[config.mk]
export PLATFORM = sky130hd
export DESIGN_NAME = wb_regfile
export DESIGN_NICKNAME = d
export VERILOG_FILES = /design/src/rtl/cpu_pkg.sv /design/src/rtl/regfile_core.sv /design/src/rtl/wb_regfile.sv
export SDC_FILE = /design/constraint.sdc
export NUM_CORES = 1
export LEC_CHECK = 0
export BUFFER_PORTS_ARGS = -buffer_cell sky130_fd_sc_hd__buf_2
export CAP_MARGIN = 10
export CORE_AREA = 8 8 108 90
export CTS_BUF_LIST = sky130_fd_sc_hd__clkbuf_8
export DETAILED_ROUTE_END_ITERATION = 10
export DIE_AREA = 0 0 116 98
export MAX_ROUTING_LAYER = met4
export PLACE_DENSITY = 0.87
export SLEW_MARGIN = 40
export SYNTH_ARGS = -nofsm -noshare
export SYNTH_HDL_FRONTEND = slang
export SYNTH_SLANG_ARGS = --single-unit
[constraint.sdc]
create_clock -name clk -period 2.6 [get_ports clk]
set_input_delay 0.13 -clock clk [delete_from_list [all_inputs] [get_ports clk]]
set_output_delay 0.13 -clock clk [all_outputs]
set_load 0.02 [all_outputs]
[src/rtl/cpu_pkg.sv]
// Shared widths for the 8-bit core pipeline and the register index range check.
package cpu_pkg;

    localparam int DATA_W    = 8;
    localparam int REG_IDX_W = 8;

    typedef struct packed {
        logic                 ok;
        logic [REG_IDX_W-1:0] idx;
    } reg_idx_t;

    // ok is set when no bits above the low aw bits are set; idx keeps only the low aw bits.
    function automatic reg_idx_t idx_check(input logic [REG_IDX_W-1:0] raw, input int aw);
        reg_idx_t             r;
        logic [REG_IDX_W:0]   mask;
        mask  = (9'd1 << aw) - 9'd1;
        r.ok  = ((raw >> aw) == '0);
        r.idx = raw & mask[REG_IDX_W-1:0];
        return r;
    endfunction

endpackage

[src/rtl/regfile_core.sv]
// Register storage: one synchronous write port, two asynchronous read ports, R0 reads as zero.
module regfile_core
    import cpu_pkg::*;
#(
    parameter int NUM_REGS = 8,
    parameter int AW       = $clog2(NUM_REGS)
) (
    input  logic              clk,
    input  logic              rst_n,
    input  logic              we_i,
    input  logic [AW-1:0]     waddr_i,
    input  logic [DATA_W-1:0] wdata_i,
    input  logic [AW-1:0]     raddr1_i,
    input  logic [AW-1:0]     raddr2_i,
    output logic [DATA_W-1:0] rdata1_o,
    output logic [DATA_W-1:0] rdata2_o
);

    logic [DATA_W-1:0] mem_q [NUM_REGS];

    always_ff @(posedge clk) begin
        if (!rst_n) begin
            for (int i = 0; i < NUM_REGS; i++) begin
                mem_q[i] <= '0;
            end
        end else if (we_i && (waddr_i != '0)) begin
            mem_q[waddr_i] <= wdata_i;
        end
    end

    assign rdata1_o = (raddr1_i == '0) ? '0 : mem_q[raddr1_i];
    assign rdata2_o = (raddr2_i == '0) ? '0 : mem_q[raddr2_i];

endmodule

[src/rtl/wb_regfile.sv]
// Write-back stage: result select, range check, commit bookkeeping and ID read-port bypass.
module wb_regfile
    import cpu_pkg::*;
#(
    parameter int NUM_REGS = 8,
    parameter int CNT_W    = 16
) (
    input  logic                 clk,
    input  logic                 rst_n,
    input  logic [DATA_W-1:0]    WB_mem_data,
    input  logic [DATA_W-1:0]    WB_aluout,
    input  logic [REG_IDX_W-1:0] WB_reg_write_addr,
    input  logic                 WB_RegWrite,
    input  logic                 WB_MemtoReg,
    input  logic [REG_IDX_W-1:0] ID_rs1_addr,
    input  logic [REG_IDX_W-1:0] ID_rs2_addr,
    output logic [DATA_W-1:0]    ID_rs1_data,
    output logic [DATA_W-1:0]    ID_rs2_data,
    output logic [DATA_W-1:0]    WB_write_data,
    output logic                 WB_commit,
    output logic [CNT_W-1:0]     retired_count,
    output logic                 addr_err
);

    localparam int AW = $clog2(NUM_REGS);

    reg_idx_t          wr, rd1, rd2;
    logic              commit;
    logic [DATA_W-1:0] core_rd1, core_rd2;

    logic [CNT_W-1:0]  retired_q, retired_d;
    logic              commit_q, commit_d;
    logic              addr_err_q, addr_err_d;

    assign WB_write_data = WB_MemtoReg ? WB_mem_data : WB_aluout;

    assign wr  = idx_check(WB_reg_write_addr, AW);
    assign rd1 = idx_check(ID_rs1_addr, AW);
    assign rd2 = idx_check(ID_rs2_addr, AW);

    // Writes aimed at R0 are dropped silently; only out-of-range targets raise addr_err.
    assign commit = WB_RegWrite && wr.ok && (wr.idx != '0);

    regfile_core #(
        .NUM_REGS (NUM_REGS),
        .AW       (AW)
    ) u_core (
        .clk      (clk),
        .rst_n    (rst_n),
        .we_i     (commit),
        .waddr_i  (wr.idx[AW-1:0]),
        .wdata_i  (WB_write_data),
        .raddr1_i (rd1.idx[AW-1:0]),
        .raddr2_i (rd2.idx[AW-1:0]),
        .rdata1_o (core_rd1),
        .rdata2_o (core_rd2)
    );

    always_comb begin
        ID_rs1_data = core_rd1;
        if (!rd1.ok || (rd1.idx == '0)) begin
            ID_rs1_data = '0;
        end else if (commit && (rd1.idx == wr.idx)) begin
            ID_rs1_data = WB_write_data;
        end
    end

    always_comb begin
        ID_rs2_data = core_rd2;
        if (!rd2.ok || (rd2.idx == '0)) begin
            ID_rs2_data = '0;
        end else if (commit && (rd2.idx == wr.idx)) begin
            ID_rs2_data = WB_write_data;
        end
    end

    always_comb begin
        retired_d  = commit ? retired_q + CNT_W'(1) : retired_q;
        commit_d   = commit;
        addr_err_d = addr_err_q | (WB_RegWrite & ~wr.ok);
    end

    always_ff @(posedge clk) begin
        if (!rst_n) begin
            retired_q  <= '0;
            commit_q   <= 1'b0;
            addr_err_q <= 1'b0;
        end else begin
            retired_q  <= retired_d;
            commit_q   <= commit_d;
            addr_err_q <= addr_err_d;
        end
    end

    assign retired_count = retired_q;
    assign WB_commit     = commit_q;
    assign addr_err      = addr_err_q;

endmodule

==> summary.txt <==
Worst-path clk slew: 0.07 ns
final cycle utilization of the critical path: 88.4%
final setup fails: 0
aggregate global routing overflow: 0
clock period minus worst slack: 2.30 ns
most used cell, CP: buf_2
Tightest Pin Transition: 0.662 ns
largest net degree at the start of global routing: 21
power per cell area: 530 nW/um^2
YS warnings: 0
number of synthesized register bits: 77
Setup TNS Final: 0 ns
Cells after Synth: 421
Synth Area in Simple Gates: 18.6%
Fin Clk Skew: 0.00519 ns
CP Max Fanout: 7
Fin. Hold Viols: 0
cts bufs inserted: 9
RSZ-0062 raised after global routing: false
Worst setup EP type: output port
syn_area_per_cell: 10.5 um^2
sequential-to-total area share from yosys stat: 48.1%
global-route usage over all layers: 23.5%
top-area cell type share of the netlist area: 40.0%
CP required: 2.47 ns
number of I/O pins: 86
Synth async-reset ratio: 0%
max-cap violations: 0
setup bufs post-CTS: 0
GPL Wtd Cong: 0.955
Pleak: 2.11 nW
first-iteration detailed-routing DRC count: 441
Rows: 30
Post-synth EDFFs: 59
Worst setup SP type: input port
chip height: 98 um
vias in the first global route: 3892
Via-to-Cell Ratio: 6.29
Multi-input gate area: 2120 um^2
fraction of synthesized cell area in xor and xnor cells: 1.98%
Arr. time, crit path: 2.17 ns
critical path's slowest cell: or4_1
Worst-Skew Late Latency: 0.35 ns
Post-Synth Adder-Cell Area: 0.283%
CTS max path bufs: 2
Synth Area in Compound Gates: 10.9%
biggest cell delay along the critical path: 0.53 ns
CTS tree: yes
Netlist Area Pre-Place: 4430 um^2
ANT nets after route: 0
layout cells sized above 1: 28.4%
Resized Gates After CTS: 0
# DRC: 0
first-pass GRT wire length: 20.1 mm
Post-synth top flop: edfxtp_1
drt total wl: 12.9 mm
final setup margin: 0.303 ns
post-DP HPWL: 9.45 mm
top cell type by total area after synthesis: edfxtp_1
1st-pass router iterations: 5
CTS sink count: 77
Max VDD drop: 0.000360 V
H-tree depth: 3
PortBufs: 85
Yosys cell types: 43
crit path kind: in -> out
Slew Viols, Final: 0
multiplexer share of the synthesized area: 15.8%
Hold-fix buffers, CTS: 0
core area: 8110 um^2
via count: 3954
Layout Area Growth over Synthesis: 19.0%
upper clock frequency limit: 0.435 GHz
register area: 2130 um^2
Post-Place Setup Slack: 0.326 ns
Ant. Diodes: 0
normalized max-slew margin: 55.8%
critical-path cell list: buf_2 > or4_1 > or3_1 > or2_0 > a211oi_1 > buf_2
Final Net Count: 557
r2r setup slk: 0.85 ns
run status: complete, no violations
Starting Density: 54.6%
wire per inst: 20.5 um
top cells by area, synth: edfxtp_1 40%, mux2i_1 9.7%, dfxtp_1 8.1%, nor2_1 5.8%, mux2_2 3.1%
worst hold-check path type: in -> reg
fillers: 656
Die Wd: 116 um
initial antenna violation count: 0
Die Area: 11400 um^2
largest family of logic cells by synthesized area: simple AND/OR/NAND/NOR gates
clock root buffer: clkbuf_8
## through the flow
step	instances	hold WS [ns]	power (W)	util [%]	instance area, um^2
3_5_place_dp	613	0.417	0.00179	62.2	5040
4_1_cts	629	0.0470	0.00279	65.0	5270
3_3_place_gp	613	0.421	0.00178	62.2	5040
2_1_floorplan	423	0.291	0.00165	-	4440
5_1_grt	629	0.0551	0.00287	65.0	5270
6_report	629	0.0612	0.00279	65.0	5270
## routing by layer
layer / share of wire, % / vias to the layer above / wire length (um) / track usage (%)
met5: 0 / - / 0 / -
met2: 49 / 254 / 6370 / 37.1
met1: 36 / 1873 / 4650 / 28.1
met3: 11 / 54 / 1410 / 4.69
met4: 3.5 / 0 / 445 / 11.3
li1: - / 1773 / - / -
## critical path, delay by kind of cell
family / cells / cell delay (ns)
and+or+nand+nor: 3 / 1.43
AOI/OAI and AO/OA: 1 / 0.31
buffers and inverters: 2 / 0.30
## report_power, final
group	switching (W)	leakage [nW]	total, W	internal [W]
logic	0.000222	1.28	0.000374	0.000152
registers	0.0000313	0.706	0.00140	0.00137
clock network	0.000427	0.121	0.00101	0.000586
## area by class of cell
cell class | count | share of cell area, %
Inverter | 10 | 0.713
Clock buffer | 11 | 2.87
Clock inverter | 5 | 1.40
Tap cell | 112 | 2.66
Multi-Input combinational cell | 304 | 40.2
Timing Repair Buffer | 110 | 11.6
Sequential cell | 77 | 40.5
## path summary, 6_finish.rpt
kind,from,end,depth (start not counted)
hold reg to reg,addr_err,addr_err,2
setup / recovery,WB_reg_write_addr[3],ID_rs2_data[2],6
setup reg to reg,retired_count[0],retired_count[10],5
hold / removal,WB_RegWrite,addr_err,3
## kinds of logic after synthesis
logic type      Yosys count
mux                      61
fa+ha+maj                 1
xor+xnor                 10
buf+inv                  42
flops                    77
other cells               1
simple gates            167
compound gates           62
## cells in the final DEF, fill, tap and decap left out, drive strengths merged, types with 4 or more instances in the layout
cell	Yosys	routed
or2	4	4
nand2b	7	7
clkbuf	19	11
nand3	9	9
nor4	5	5
a221o	11	11
nand3b	4	4
nand4	7	7
a211oi	14	14
inv	10	11
nand2	18	18
or3	4	4
mux2	12	12
xnor2	10	10
dfxtp	18	18
buf	13	110
mux2i	43	43
nor2b	6	6
o31ai	4	4
nor3	20	20
or4	7	7
a21oi	9	9
nor2	68	68
mux4	6	6
a221oi	12	12
edfxtp	59	59
## sequential cells by signal (all words and copies together) (netlist names)
signal	flops
WB_commit	1
retired_count	16
u_core.mem_q	59
addr_err	1
## cell usage after synthesis (all sizes together), types with 3 or more instances
cell / instances
a21oi: 9
o31ai: 4
or3: 4
mux2: 12
dfxtp: 18
edfxtp: 59
a221o: 11
a211oi: 14
o41ai: 3
nand3: 9
clkbuf: 19
xnor2: 10
buf: 13
nor2b: 6
or2: 4
mux4: 6
nand2: 18
nor3: 20
nor4: 5
and2: 3
mux2i: 43
nand4: 7
nand3b: 4
o21ai: 3
or4: 7
a221oi: 12
inv: 10
nand2b: 7
nor2: 68
No activity file was read; power rests on OpenSTA's default activity.
